### src/rtl/ajuste_horario_pkg.sv
// ajuste_horario_pkg
// Shared definitions for the time-setting block:
//   - FSM state encoding (IDLE, SET_H, SET_M, LOAD)
//   - edit_field display codes
//   - BCD limits for hours (23) and minutes (59)
//   - the BCD time bundle and its increment helpers
package ajuste_horario_pkg;

  localparam logic [1:0] ST_IDLE  = 2'd0;
  localparam logic [1:0] ST_SET_H = 2'd1;
  localparam logic [1:0] ST_SET_M = 2'd2;
  localparam logic [1:0] ST_LOAD  = 2'd3;

  localparam logic [1:0] FIELD_NONE    = 2'b00;
  localparam logic [1:0] FIELD_HOURS   = 2'b01;
  localparam logic [1:0] FIELD_MINUTES = 2'b10;

  localparam int HOUR_MAX = 23;
  localparam int MIN_MAX  = 59;

  localparam logic [1:0] HOUR_MAX_TENS  = 2'(HOUR_MAX / 10);
  localparam logic [3:0] HOUR_MAX_UNITS = 4'(HOUR_MAX % 10);
  localparam logic [3:0] MIN_MAX_TENS   = 4'(MIN_MAX / 10);
  localparam logic [3:0] BCD_UNITS_MAX  = 4'd9;

  typedef struct packed {
    logic [1:0] h1;
    logic [3:0] h0;
    logic [3:0] m1;
    logic [3:0] m0;
  } bcd_time_t;

  // Hours step: 09->10, 19->20, 23->00. Minutes are left untouched.
  function automatic bcd_time_t inc_hours(input bcd_time_t t);
    bcd_time_t r;
    r = t;
    if (t.h1 == HOUR_MAX_TENS && t.h0 == HOUR_MAX_UNITS) begin
      r.h1 = 2'd0;
      r.h0 = 4'd0;
    end else if (t.h0 >= BCD_UNITS_MAX) begin
      r.h1 = t.h1 + 2'd1;
      r.h0 = 4'd0;
    end else begin
      r.h0 = t.h0 + 4'd1;
    end
    return r;
  endfunction

  // Minutes step: units wrap 9->0 carrying into tens, 59->00, never into hours.
  function automatic bcd_time_t inc_minutes(input bcd_time_t t);
    bcd_time_t r;
    r = t;
    if (t.m0 >= BCD_UNITS_MAX) begin
      r.m0 = 4'd0;
      if (t.m1 >= MIN_MAX_TENS) r.m1 = 4'd0;
      else                      r.m1 = t.m1 + 4'd1;
    end else begin
      r.m0 = t.m0 + 4'd1;
    end
    return r;
  endfunction

endpackage

### src/rtl/ajuste_horario_debounce_btn.sv
// debounce_btn
// Conditions one raw asynchronous push-button:
//   2-FF synchronizer -> debouncer (new level accepted after DEB_CYCLES
//   consecutive differing samples) -> rising-edge press pulse.
// Ports:
//   clk    : clock
//   reset  : asynchronous active-low reset
//   btn    : raw button, active-high
//   level  : debounced button level
//   press  : one-cycle pulse on the first cycle level is high after being low
module debounce_btn #(
  parameter int DEB_CYCLES = 4
) (
  input  logic clk,
  input  logic reset,
  input  logic btn,
  output logic level,
  output logic press
);

  localparam int CW = $clog2(DEB_CYCLES + 1);

  logic          sync1_reg;
  logic          sync2_reg;
  logic          level_reg;
  logic          level_dly_reg;
  logic [CW-1:0] cnt_reg;

  always_ff @(posedge clk or negedge reset) begin
    if (!reset) begin
      sync1_reg     <= 1'b0;
      sync2_reg     <= 1'b0;
      level_reg     <= 1'b0;
      level_dly_reg <= 1'b0;
      cnt_reg       <= '0;
    end else begin
      sync1_reg     <= btn;
      sync2_reg     <= sync1_reg;
      level_dly_reg <= level_reg;
      // Count synchronized samples that disagree with the accepted level;
      // any agreeing sample restarts the run.
      if (sync2_reg == level_reg) begin
        cnt_reg <= '0;
      end else if (cnt_reg == CW'(DEB_CYCLES - 1)) begin
        level_reg <= sync2_reg;
        cnt_reg   <= '0;
      end else begin
        cnt_reg <= cnt_reg + CW'(1);
      end
    end
  end

  assign level = level_reg;
  assign press = level_reg & ~level_dly_reg;

endmodule

### src/rtl/ajuste_horario.sv
// ajuste_horario
// Two-button time-setting front end for a BCD clock core.
//   mode: IDLE -> SET_H (seeded from cur_*) -> SET_M -> LOAD -> IDLE
//   inc : steps the selected field, with auto-repeat while held.
// Ports:
//   clk, reset                 : clock, asynchronous active-low reset
//   btn_mode, btn_inc          : raw asynchronous push-buttons, active-high
//   cur_H1/H0/M1/M0            : current BCD time, sampled on entering SET_H
//   H_in1/H_in0/M_in1/M_in0    : edit registers (always visible)
//   LD_time                    : one-cycle load strobe in LOAD
//   editing, edit_field        : registered-state decode for the display
module ajuste_horario
  import ajuste_horario_pkg::*;
#(
  parameter int DEB_CYCLES     = 4,
  parameter int REP_CYCLES     = 16,
  parameter int TIMEOUT_CYCLES = 1024
) (
  input  logic       clk,
  input  logic       reset,
  input  logic       btn_mode,
  input  logic       btn_inc,
  input  logic [1:0] cur_H1,
  input  logic [3:0] cur_H0,
  input  logic [3:0] cur_M1,
  input  logic [3:0] cur_M0,
  output logic [1:0] H_in1,
  output logic [3:0] H_in0,
  output logic [3:0] M_in1,
  output logic [3:0] M_in0,
  output logic       LD_time,
  output logic       editing,
  output logic [1:0] edit_field
);

  localparam int RW = $clog2(REP_CYCLES + 1);
  localparam int TW = $clog2(TIMEOUT_CYCLES + 1);

  logic          mode_level;
  logic          mode_press;
  logic          inc_level;
  logic          inc_press;
  logic          rep_fire;
  logic          inc_event;
  logic          any_event;
  logic          in_edit;
  logic          timeout_hit;
  logic [1:0]    state_reg;
  logic [RW-1:0] rep_cnt_reg;
  logic [TW-1:0] to_cnt_reg;
  bcd_time_t     time_reg;
  bcd_time_t     cur_time;

  debounce_btn #(.DEB_CYCLES(DEB_CYCLES)) u_deb_mode (
    .clk   (clk),
    .reset (reset),
    .btn   (btn_mode),
    .level (mode_level),
    .press (mode_press)
  );

  debounce_btn #(.DEB_CYCLES(DEB_CYCLES)) u_deb_inc (
    .clk   (clk),
    .reset (reset),
    .btn   (btn_inc),
    .level (inc_level),
    .press (inc_press)
  );

  // Phase counter since the inc press: it is 0 on the press cycle and wraps
  // every REP_CYCLES, so a wrap back to 0 marks press+REP, press+2*REP, ...
  always_ff @(posedge clk or negedge reset) begin
    if (!reset) begin
      rep_cnt_reg <= '0;
    end else if (!inc_level) begin
      rep_cnt_reg <= '0;
    end else if (rep_cnt_reg == RW'(REP_CYCLES - 1)) begin
      rep_cnt_reg <= '0;
    end else begin
      rep_cnt_reg <= rep_cnt_reg + RW'(1);
    end
  end

  // A repeat tick is dropped while mode is also held, so a two-button hold
  // cannot keep stepping a field the user is in the middle of leaving.
  assign rep_fire  = inc_level & ~inc_press & ~mode_level & (rep_cnt_reg == '0);
  assign inc_event = inc_press | rep_fire;
  assign any_event = mode_press | inc_event;

  assign in_edit     = (state_reg == ST_SET_H) || (state_reg == ST_SET_M);
  assign timeout_hit = (to_cnt_reg == TW'(TIMEOUT_CYCLES - 1)) && !any_event;

  // Idle-cycle counter for the edit states; cleared by any event and outside edit.
  always_ff @(posedge clk or negedge reset) begin
    if (!reset) begin
      to_cnt_reg <= '0;
    end else if (in_edit && !any_event && !timeout_hit) begin
      to_cnt_reg <= to_cnt_reg + TW'(1);
    end else begin
      to_cnt_reg <= '0;
    end
  end

  assign cur_time = {cur_H1, cur_H0, cur_M1, cur_M0};

  always_ff @(posedge clk or negedge reset) begin
    if (!reset) begin
      state_reg <= ST_IDLE;
      time_reg  <= '0;
    end else begin
      case (state_reg)
        ST_IDLE: begin
          if (mode_press) begin
            time_reg  <= cur_time;
            state_reg <= ST_SET_H;
          end
        end
        ST_SET_H: begin
          // mode has priority; a coincident inc is discarded
          if (mode_press)       state_reg <= ST_SET_M;
          else if (inc_event)   time_reg  <= inc_hours(time_reg);
          else if (timeout_hit) state_reg <= ST_IDLE;
        end
        ST_SET_M: begin
          if (mode_press)       state_reg <= ST_LOAD;
          else if (inc_event)   time_reg  <= inc_minutes(time_reg);
          else if (timeout_hit) state_reg <= ST_IDLE;
        end
        ST_LOAD:  state_reg <= ST_IDLE;
        default:  state_reg <= ST_IDLE;
      endcase
    end
  end

  assign H_in1   = time_reg.h1;
  assign H_in0   = time_reg.h0;
  assign M_in1   = time_reg.m1;
  assign M_in0   = time_reg.m0;
  assign LD_time = (state_reg == ST_LOAD);
  assign editing = in_edit;

  always_comb begin
    edit_field = FIELD_NONE;
    if (state_reg == ST_SET_H)      edit_field = FIELD_HOURS;
    else if (state_reg == ST_SET_M) edit_field = FIELD_MINUTES;
  end

endmodule

### config.mk
export PLATFORM = sky130hd
export DESIGN_NAME = ajuste_horario
export DESIGN_NICKNAME = d
export VERILOG_FILES = /design/src/rtl/ajuste_horario_pkg.sv /design/src/rtl/ajuste_horario_debounce_btn.sv /design/src/rtl/ajuste_horario.sv
export SDC_FILE = /design/constraint.sdc
export NUM_CORES = 1
export LEC_CHECK = 0
export BUFFER_PORTS_ARGS = -buffer_cell sky130_fd_sc_hd__buf_2
export CORE_MARGIN = 5
export CORE_UTILIZATION = 53
export CTS_BUF_LIST = sky130_fd_sc_hd__clkbuf_2 sky130_fd_sc_hd__clkbuf_4 sky130_fd_sc_hd__clkbuf_8
export DETAILED_ROUTE_END_ITERATION = 16
export GPL_ROUTABILITY_DRIVEN = 0
export PLACE_DENSITY = 0.78
export REMOVE_ABC_BUFFERS = 1
export SLEW_MARGIN = 20
export SYNTH_ARGS = -nofsm -noshare
export SYNTH_HDL_FRONTEND = slang
export SYNTH_SLANG_ARGS = --single-unit
### constraint.sdc
create_clock -name clk -period 2.2 [get_ports clk]
set_clock_uncertainty 0.2 [all_clocks]
set_input_delay 0.22 -clock clk [delete_from_list [all_inputs] [get_ports clk]]
set_output_delay 0.22 -clock clk [all_outputs]
set_load 0.05 [all_outputs]
==> results.ini, run 1 <==
[outcome]
status = complete, no violations

[floorplanning]
fp.dieW_um = 78.5
core_area_um2 = 4630
start_util_pct = 53.8
rows = 25
die_h_um = 78.5
dieArea_um2 = 6170
io_pins = 36

[place]
port_buffers = 35
dp_cells = 334
place_area_um2 = 2800
dp_hpwl_um = 3490

[clock_network]
root_buffer = clkbuf_8
htreeDepth = 2
clk-insertion-delay-late_ps = 310
clkSlewWorstSetupHoldPaths_ps = 100
tritoncts = yes
cts_sinks = 46
max-clock-path-buffers = 2
cts_made_buffers = 5

[worst_setup_path]
max_stage_delay_ps = 390
crit_chain = inv_1, ha_2, and4bb_1, nor2b_2, a211oi_4, buf_6, mux2_2
reg2reg_from = state_reg[1]$_DFFE_PN0P_
required_ps = 2190
cp-start-kind = flip-flop
worstRegToRegCells = 7
endpoint_kind = flip-flop
crit_type = reg2reg
slowest_stage = dfrtp_1
cp_max_fo = 6
reg2reg_to = H_in0[1]$_DFFE_PN0P_
cp.arrival_ps = 2160
rrSetupSlack_ps = 20

[logic_synthesis]
syn_inst = 237
ys.flop_type = dfrtp_1
avgSynthCellArea_um2 = 10.5
yosys.area.top_type = dfrtp_1
synthDistinctLibCells = 52
ys_top_cells_by_area = dfrtp_1 (46%), ha_1 (9.5%), nor2_1 (4.4%), inv_1 (3.5%), xnor2_1 (3.2%)
syn_area_um2 = 2490
ys_ff_latch = 46
async_flop_share_pct = 100
synthMostInstantiatedCell = dfrtp_1
synth_common_cells = dfrtp_1 (46), nor2_1 (29), inv_1 (23)
yosys.area.top_type_share_pct = 46.2
ys_warn_count = 0
synth_edf_count = 0
synth-seq-area-share_pct = 46.2

[worst_hold_path]
min_from = cur_M0[1]
hold_depth = 3
hp-class = in2reg
min_to = M_in0[1]$_DFFE_PN0P_

[grt]
track_usage_pct = 17.1
grt_pass1_wl_um = 8420
grt_pass1_vias = 1885
grt_max_degree = 47
antenna_found_initial = 0
overflow = 0

[cells_and_area]
final_cell_area_um2 = 3010
layoutNonFillerInstCount = 348
area_delta_synth_final_pct = 20.8
diodes = 0
largest_reg_flops = 11
drive_above_1_share_pct = 25.9
final_nets = 330

[detailed_routing]
drt_first_pass_iters = 4
num_vias = 1925
vias_per_cell = 5.53
wl_um = 5000
dr.max_layer_used = met4
met2_length_um = 2550
route.detailed.drc = 0
initialDrtViolationCount = 61
drtAntennaViolNets = 0
wirelength_met1_um = 2170
route.met3.wl_um = 204
wl_per_cell_um = 14.4

[sta]
setup_violations = 0
maxSlewHeadroom_pct = 61.5
rsz0062_at_grt = true
hold_viol = 0
fin_crit_ps = 2180
worstMarginPinSlew_ps = 578
slew_violations = 0
period_share_pct = 98.9
whs_ps = 0.142
fmax_ghz = 0.460

[power]
design_power_total_mw = 4.40
power_density_nw_per_um2 = 1460
leakagePower_nw = 1.40
max-vdd-ir-drop_uv = 521

[job]
maxCapViolCount = 0

## worst max-delay path by stage
stage | depth (start not counted) | slack, ps | to | start
finish | 7 | 20 | H_in0[1]$_DFFE_PN0P_ | state_reg[1]$_DFFE_PN0P_
detailed placement | 7 | -4 | H_in0[0]$_DFFE_PN0P_ | state_reg[1]$_DFFE_PN0P_
CTS | 7 | 20 | H_in1[1]$_DFFE_PN0P_ | state_reg[0]$_DFFE_PN0P_
global route | 7 | -80 | M_in0[3]$_DFFE_PN0P_ | rep_cnt_reg[0]$_DFF_PN0_
global placement | 7 | 50 | H_in0[0]$_DFFE_PN0P_ | state_reg[1]$_DFFE_PN0P_
floorplan | 7 | -410 | H_in1[1]$_DFFE_PN0P_ | state_reg[1]$_DFFE_PN0P_
## cells by family (layout without fill, tap and decap cells)
group                      after synthesis  after routing  synth area share (%)
and+or+nand+nor                         85             85                  19.1
DFF                                     46             46                  46.2
buffers and inverters                   27             84                  4.42
adders and majority gates               19             19                  9.55
xor gates and xnor gates                12             12                  4.22
AOI/OAI and AO/OA                       43             43                  14.1
muxes                                    5              5                  2.36
## metrics by stage
step / setup TNS (ps) / worst slack, ps / util, %
2_1_floorplan: -2830 / -409 / -
3_3_place_gp: 0 / 46.6 / 60.5
3_5_place_dp: -6.87 / -4.33 / 60.5
4_1_cts: 0 / 16.4 / 64.3
5_1_grt: -440 / -80.5 / 64.9
6_report: 0 / 24.1 / 64.9
## where the power goes
| part | internal [mW] | switching [mW] | leakage, nW |
|---|---|---|---|
| Combinational | 0.911 | 1.51 | 0.754 |
| Clock | 0.351 | 0.288 | 0.0548 |
| Sequential | 1.08 | 0.261 | 0.591 |
| Total | 2.34 | 2.05 | 1.40 |
## critical path: cells and delay by family, from the launching register on
kind	cells	cell delay, ps
buf+inv	2	250
fa+ha+maj	1	220
flops	1	390
mux	1	320
simple gates	2	420
compound gates	1	260
## routing by layer
layer  global-route usage (%)  vias to the layer above
met1                     20.9                      941
met5                        0                        -
met2                     29.7                       42
met4                     5.59                        0
met3                     4.13                        7
li1                         -                      935
## layout by cell type, fill, tap and decap left out, types with 5 or more instances in the layout
master,Yosys,final
nand3_1,6,6
buf_4,0,13
clkbuf_8,0,5
nand2_1,12,12
inv_1,23,22
nor3_1,6,6
ha_1,19,16
buf_2,1,35
nor3b_1,5,5
dfrtp_1,46,46
nor2_1,29,29
xnor2_1,9,9
nand2b_1,6,5
o2bb2ai_1,6,6
## layout make-up
class | count | area (µm²)
Clock buffer | 6 | 76.3
Clock inverter | 2 | 37.5
Fill cell | 368 | 1620
Inverter | 23 | 86.3
Multi-Input combinational cell | 164 | 1260
Sequential cell | 46 | 1150
Tap cell | 54 | 67.6
Timing Repair Buffer | 53 | 324
## what timing repair did
action,CTS,global route
hold buffers,4,0
resized for setup,3,7
setup buffers,2,0
hold endpoints to repair,49,0
pin swaps,0,2
setup endpoints to repair,6,15
Power figures use the tool's default switching activity.
==> run 2: changes to the inputs <==
Settings changed: ABC_CLOCK_PERIOD_IN_PS from default to 2200, CTS_BUF_LIST sky130_fd_sc_hd__clkbuf_2 sky130_fd_sc_hd__clkbuf_4 sky130_fd_sc_hd__clkbuf_8 to sky130_fd_sc_hd__clkbuf_4, RECOVER_POWER from default to 25.
==> run 2 against run 1 <==
Effect of this change: first-iteration DRC count rose by 28%; critical endpoint is now H_in1[1]$_DFFE_PN0P_; via count rose by 0.52%; register-to-register slack improved by 50 ps; largest power group unchanged; non-clock buffer count rose by 9; clock power fell by 18%; worst hold slack improved by 3.9 ps; largest cell class unchanged.
==> results.ini, run 2 (synthesis gave the netlist of run 1 again) <==
[detailed_routing]
drtAntennaViolNets = 0
route.detailed.drc = 0
num_vias = 1935
vias_per_cell = 5.42
initialDrtViolationCount = 78
drt_first_pass_iters = 4
wl_um = 4900
wl_per_cell_um = 13.7

[floorplanning]
rows = 25
die_h_um = 78.5
start_util_pct = 53.8
io_pins = 36
core_area_um2 = 4630
fp.dieW_um = 78.5
dieArea_um2 = 6170

[cells_and_area]
final_nets = 339
diodes = 0
final_cell_area_um2 = 3080
largest_reg_flops = 11
final_common_cell = dfrtp_1
final_cell_mix = dfrtp_1 (45), buf_2 (35), nor2_1 (29), inv_1 (21), ha_1 (16)
drive_above_1_share_pct = 25.7
final_util_pct = 66.6
area_delta_synth_final_pct = 23.8

[worst_setup_path]
crit_type = reg2reg
required_ps = 2280
cp_top_family = simple AND/OR/NAND/NOR gates
worstRegToRegCells = 7
critPathBufInv = 1
rrSetupSlack_ps = 70
max_stage_delay_ps = 450
reg2reg_from = state_reg[0]$_DFFE_PN0P_
slowest_stage = dfrtp_2
crit_chain = inv_2, ha_4, nand2b_4, nor4b_4, a211oi_4, or2_4, mux2_4
reg2reg_to = H_in1[1]$_DFFE_PN0P_
cp.arrival_ps = 2210
cp-start-kind = flip-flop
cp_max_fo = 4
endpoint_kind = flip-flop

[sta]
rsz0062_at_grt = true
hold_viol = 0
period_share_pct = 96.7
setup_violations = 0
fmax_ghz = 0.470
slew_violations = 0
fin_crit_ps = 2130
worstMarginPinSlew_ps = 1120
maxSlewHeadroom_pct = 25.0
whs_ps = 4.05
timing.final.ws_setup_ps = 72.4

[clock_network]
root_buffer = clkbuf_4
cts_made_buffers = 5
htreeDepth = 2
clk-insertion-delay-late_ps = 370
cts_sinks = 46
clkSlewWorstSetupHoldPaths_ps = 150
tritoncts = yes
max-clock-path-buffers = 2

[place]
dp_hpwl_um = 3490
dpl_worst_slack_ps = -4.33
port_buffers = 35
place_area_um2 = 2800

[power]
p_comb_share_pct = 56.7
p_int_mw = 2.29
p_seq_share_pct = 31.1
max-vdd-ir-drop_uv = 460
p_sw_share_pct = 47.0
power_density_nw_per_um2 = 1400
pwr-share-clk_pct = 12.1
p_switching_mw = 2.03
design_power_total_mw = 4.32
leakagePower_nw = 1.43

[grt]
overflow = 0
grt_max_degree = 47
grt_pass1_wl_um = 8520
grt_pass1_vias = 1916
antenna_found_initial = 0
track_usage_pct = 17.2

[outcome]
status = complete, no violations

[worst_hold_path]
hp-class = in2reg
hold_depth = 3
min_from = cur_H0[0]
min_to = H_in0[0]$_DFFE_PN0P_

[job]
maxCapViolCount = 0

## run 2: timing repair
item                                    in CTS  in global routing
hold buffers                                12                  0
pin swaps                                    0                  4
hold endpoints to repair                    57                  0
cloned                                       0                  0
setup buffers                                2                  1
endpoints found under the setup margin       6                 16
gates resized for setup                      3                 12
## run 2: area by class of cell
class,count,area [µm²]
Multi-Input combinational cell,164,1280
Fill cell,360,1550
Timing Repair Buffer,62,413
Clock buffer,6,45.0
Sequential cell,46,1150
Inverter,23,86.3
Clock inverter,2,37.5
Tap cell,54,67.6
## run 2: layer usage
| metal | wire length (µm) | vias up | global-route usage (%) |
|---|---|---|---|
| li1 | - | 951 | - |
| met1 | 2220 | 930 | 21.5 |
| met2 | 2390 | 44 | 29.8 |
| met3 | 193 | 10 | 3.56 |
| met4 | 100 | 0 | 5.42 |
| met5 | 0 | - | 0 |
## run 2: tightest hold or removal path, stage by stage
cell and delay (ps):
buf_2 80, o2bb2ai_1 90, mux2_2 130
## run 2: power by group through the flow
stage / clock (mW) / sequential, mW / combinational, mW
after floorplan: 0 / 1.72 / 1.30
after global placement: 0 / 1.35 / 2.24
after detailed placement: 0 / 1.36 / 2.30
after CTS: 0.539 / 1.34 / 2.38
after global routing: 0.571 / 1.39 / 2.70
final: 0.524 / 1.35 / 2.45
## run 2: how the worst max path moves through the flow
| stage | startpoint | slack, ps | endpoint | depth (start not counted) |
|---|---|---|---|---|
| 4_1_cts | state_reg[1]$_DFFE_PN0P_ | 0.2 | H_in0[1]$_DFFE_PN0P_ | 7 |
| 3_5_place_dp | state_reg[1]$_DFFE_PN0P_ | -4 | H_in0[0]$_DFFE_PN0P_ | 7 |
| 6_report | state_reg[0]$_DFFE_PN0P_ | 70 | H_in1[1]$_DFFE_PN0P_ | 7 |
| 5_1_grt | rep_cnt_reg[0]$_DFF_PN0_ | -30 | to_cnt_reg[3]$_DFF_PN0_ | 7 |
| 2_1_floorplan | state_reg[1]$_DFFE_PN0P_ | -410 | H_in1[1]$_DFFE_PN0P_ | 7 |
| 3_3_place_gp | state_reg[1]$_DFFE_PN0P_ | 50 | H_in0[0]$_DFFE_PN0P_ | 7 |
## run 2: through the flow
stage / instances / setup TNS, ps
after CTS: 356 / 0
after detailed placement: 334 / -6.87
after floorplan: 233 / -2830
final: 357 / 0
after global routing: 357 / -102
after global placement: 334 / 0
==> run 3: changes to the inputs <==
Settings changed: ABC_CLOCK_PERIOD_IN_PS 2200 to 2540, CORE_UTILIZATION 53 to 60, PLACE_DENSITY 0.78 to default, PLACE_DENSITY_LB_ADDON from default to 0.12.
Clock period 2.2 ns to 2.54 ns, I/O delays scaled along.
==> run 3 against run 2 <==
Effect of this change: sequential cell count stayed put; critical path type unchanged; clock-buffer cell count unchanged; highest routed layer unchanged; fmax decreased by 6.7%; global-route usage increased by 1.3 points.
==> results.ini, run 3 (synthesis gave the netlist of run 1 again) <==
[floorplanning]
core_area_um2 = 4000
rows = 23
dieArea_um2 = 5540
start_util_pct = 62.2
fp.dieW_um = 74.4
io_pins = 36
die_h_um = 74.4

[sta]
slew_violations = 0
hold_viol = 0
worstMarginPinSlew_ps = 1040
fin_crit_ps = 2280
maxSlewHeadroom_pct = 30.9
rsz0062_at_grt = false
setup_violations = 0
whs_ps = 24.9
fmax_ghz = 0.438
period_share_pct = 89.8

[worst_setup_path]
crit_type = reg2reg
endpoint_kind = flip-flop
rrSetupSlack_ps = 260
reg2reg_to = H_in1[1]$_DFFE_PN0P_
cp-start-kind = flip-flop
cp_top_family = simple AND/OR/NAND/NOR gates
cp.arrival_ps = 2330
critPathBufInv = 1
cp_max_fo = 6
max_stage_delay_ps = 430
critPathLaunch = state_reg[0]$_DFFE_PN0P_
crit_chain = inv_1, ha_1, nand2b_1, nor4b_4, a211oi_4, or2_4, mux2_4
required_ps = 2590
worstRegToRegCells = 7
path_depth = 7
reg2reg_from = state_reg[0]$_DFFE_PN0P_
slowest_stage = dfrtp_1
crit_end = H_in1[1]$_DFFE_PN0P_

[cells_and_area]
final_util_pct = 71.6
area_delta_synth_final_pct = 15.0
final_nets = 323
drive_above_1_share_pct = 20.2
final_common_cell = dfrtp_1
final_cell_mix = dfrtp_1 (46), buf_2 (34), nor2_1 (29), inv_1 (23), ha_1 (18)
largest_reg_flops = 11
diodes = 0

[detailed_routing]
num_vias = 1832
route.detailed.drc = 0
wl_per_cell_um = 13.5
initialDrtViolationCount = 35
drtAntennaViolNets = 0
wl_um = 4560
drt_first_pass_iters = 4
vias_per_cell = 5.44

[place]
port_buffers = 35
dp_hpwl_um = 3350

[clock_network]
tritoncts = yes
cts_sinks = 46
clkSlewWorstSetupHoldPaths_ps = 130
max-clock-path-buffers = 2
htreeDepth = 2
clk-insertion-delay-late_ps = 350
root_buffer = clkbuf_4
cts_made_buffers = 5
postCtsSetupBuffers = 0

[power]
design_power_total_mw = 3.41
max-vdd-ir-drop_uv = 581
leakagePower_nw = 1.34
power_density_nw_per_um2 = 1190

[grt]
antenna_found_initial = 0
grt_max_degree = 29
overflow = 0
grt_pass1_vias = 1708
grt_pass1_wl_um = 7870
track_usage_pct = 18.5

[worst_hold_path]
hp-class = in2reg
min_from = cur_M1[0]

[outcome]
status = complete, no violations

[job]
maxCapViolCount = 0

[run 3: cell types whose count changed in the layout (fill, tap and decap cells not counted), moves of 2 or more]
cell and delta:
inv_1 +2, buf_4 -8, ha_1 +2, buf_6 -2, ha_4 -3, inv_2 -2
dlygate4sd3_1 -5
[run 3: tightest hold or removal path, cell delays in order]
cell,delay (ps)
buf_2,80
a22oi_1,70
a21oi_1,140
[run 3: cell type report]
cell class              count  area [µm²]
multi-input cells         164        1230
clock buffers               6        45.0
fillers                   308        1140
inverters                  23        86.3
well taps                  50        62.6
clock inverters             2        13.8
repair buffers             46         274
flip-flops and latches     46        1150
[run 3: metrics by stage]
stage               cells  setup WS [ps]  setup TNS, ps  cell area (µm²)
global placement      322            318              0             2730
global route          337           88.2              0             2860
CTS                   337            167              0             2860
finish                337            259              0             2860
detailed placement    322            232              0             2730
floorplan             233          -69.4          -69.4             2470
[run 3: what timing repair did]
| action | 4_1_cts | 5_1_grt |
|---|---|---|
| endpoints found under the hold margin | 24 | 0 |
| resized for setup | 0 | 1 |
| hold buffers | 7 | 0 |
| endpoints found under the setup margin | 0 | 1 |
[run 3: metal layers]
layer  up-vias  wire, µm  global-route usage, %
li1        919         -                      -
met1       868      2140                   25.7
met2        38      2120                   29.7
met3         7       251                   4.19
met4         0        50                   4.74
met5         -         0                      0
[run 3: report_power, final]
part           switching, mW  internal [mW]  leakage (nW)
registers              0.224          0.936         0.591
clock network          0.230          0.120        0.0356
logic                   1.23          0.671         0.710
total                   1.69           1.73          1.34
[run 3: how the worst min path moves through the flow]
| stage | to | slack [ps] | cells after the start |
|---|---|---|---|
| finish | M_in1[0]$_DFFE_PN0P_ | 20 | 3 |
| global route | H_in0[0]$_DFFE_PN0P_ | 1 | 3 |
| CTS | H_in0[1]$_DFFE_PN0P_ | 7 | 3 |
| detailed placement | M_in0[1]$_DFFE_PN0P_ | 20 | 1 |
| global placement | M_in0[1]$_DFFE_PN0P_ | 10 | 1 |
| floorplan | H_in0[0]$_DFFE_PN0P_ | -240 | 0 |
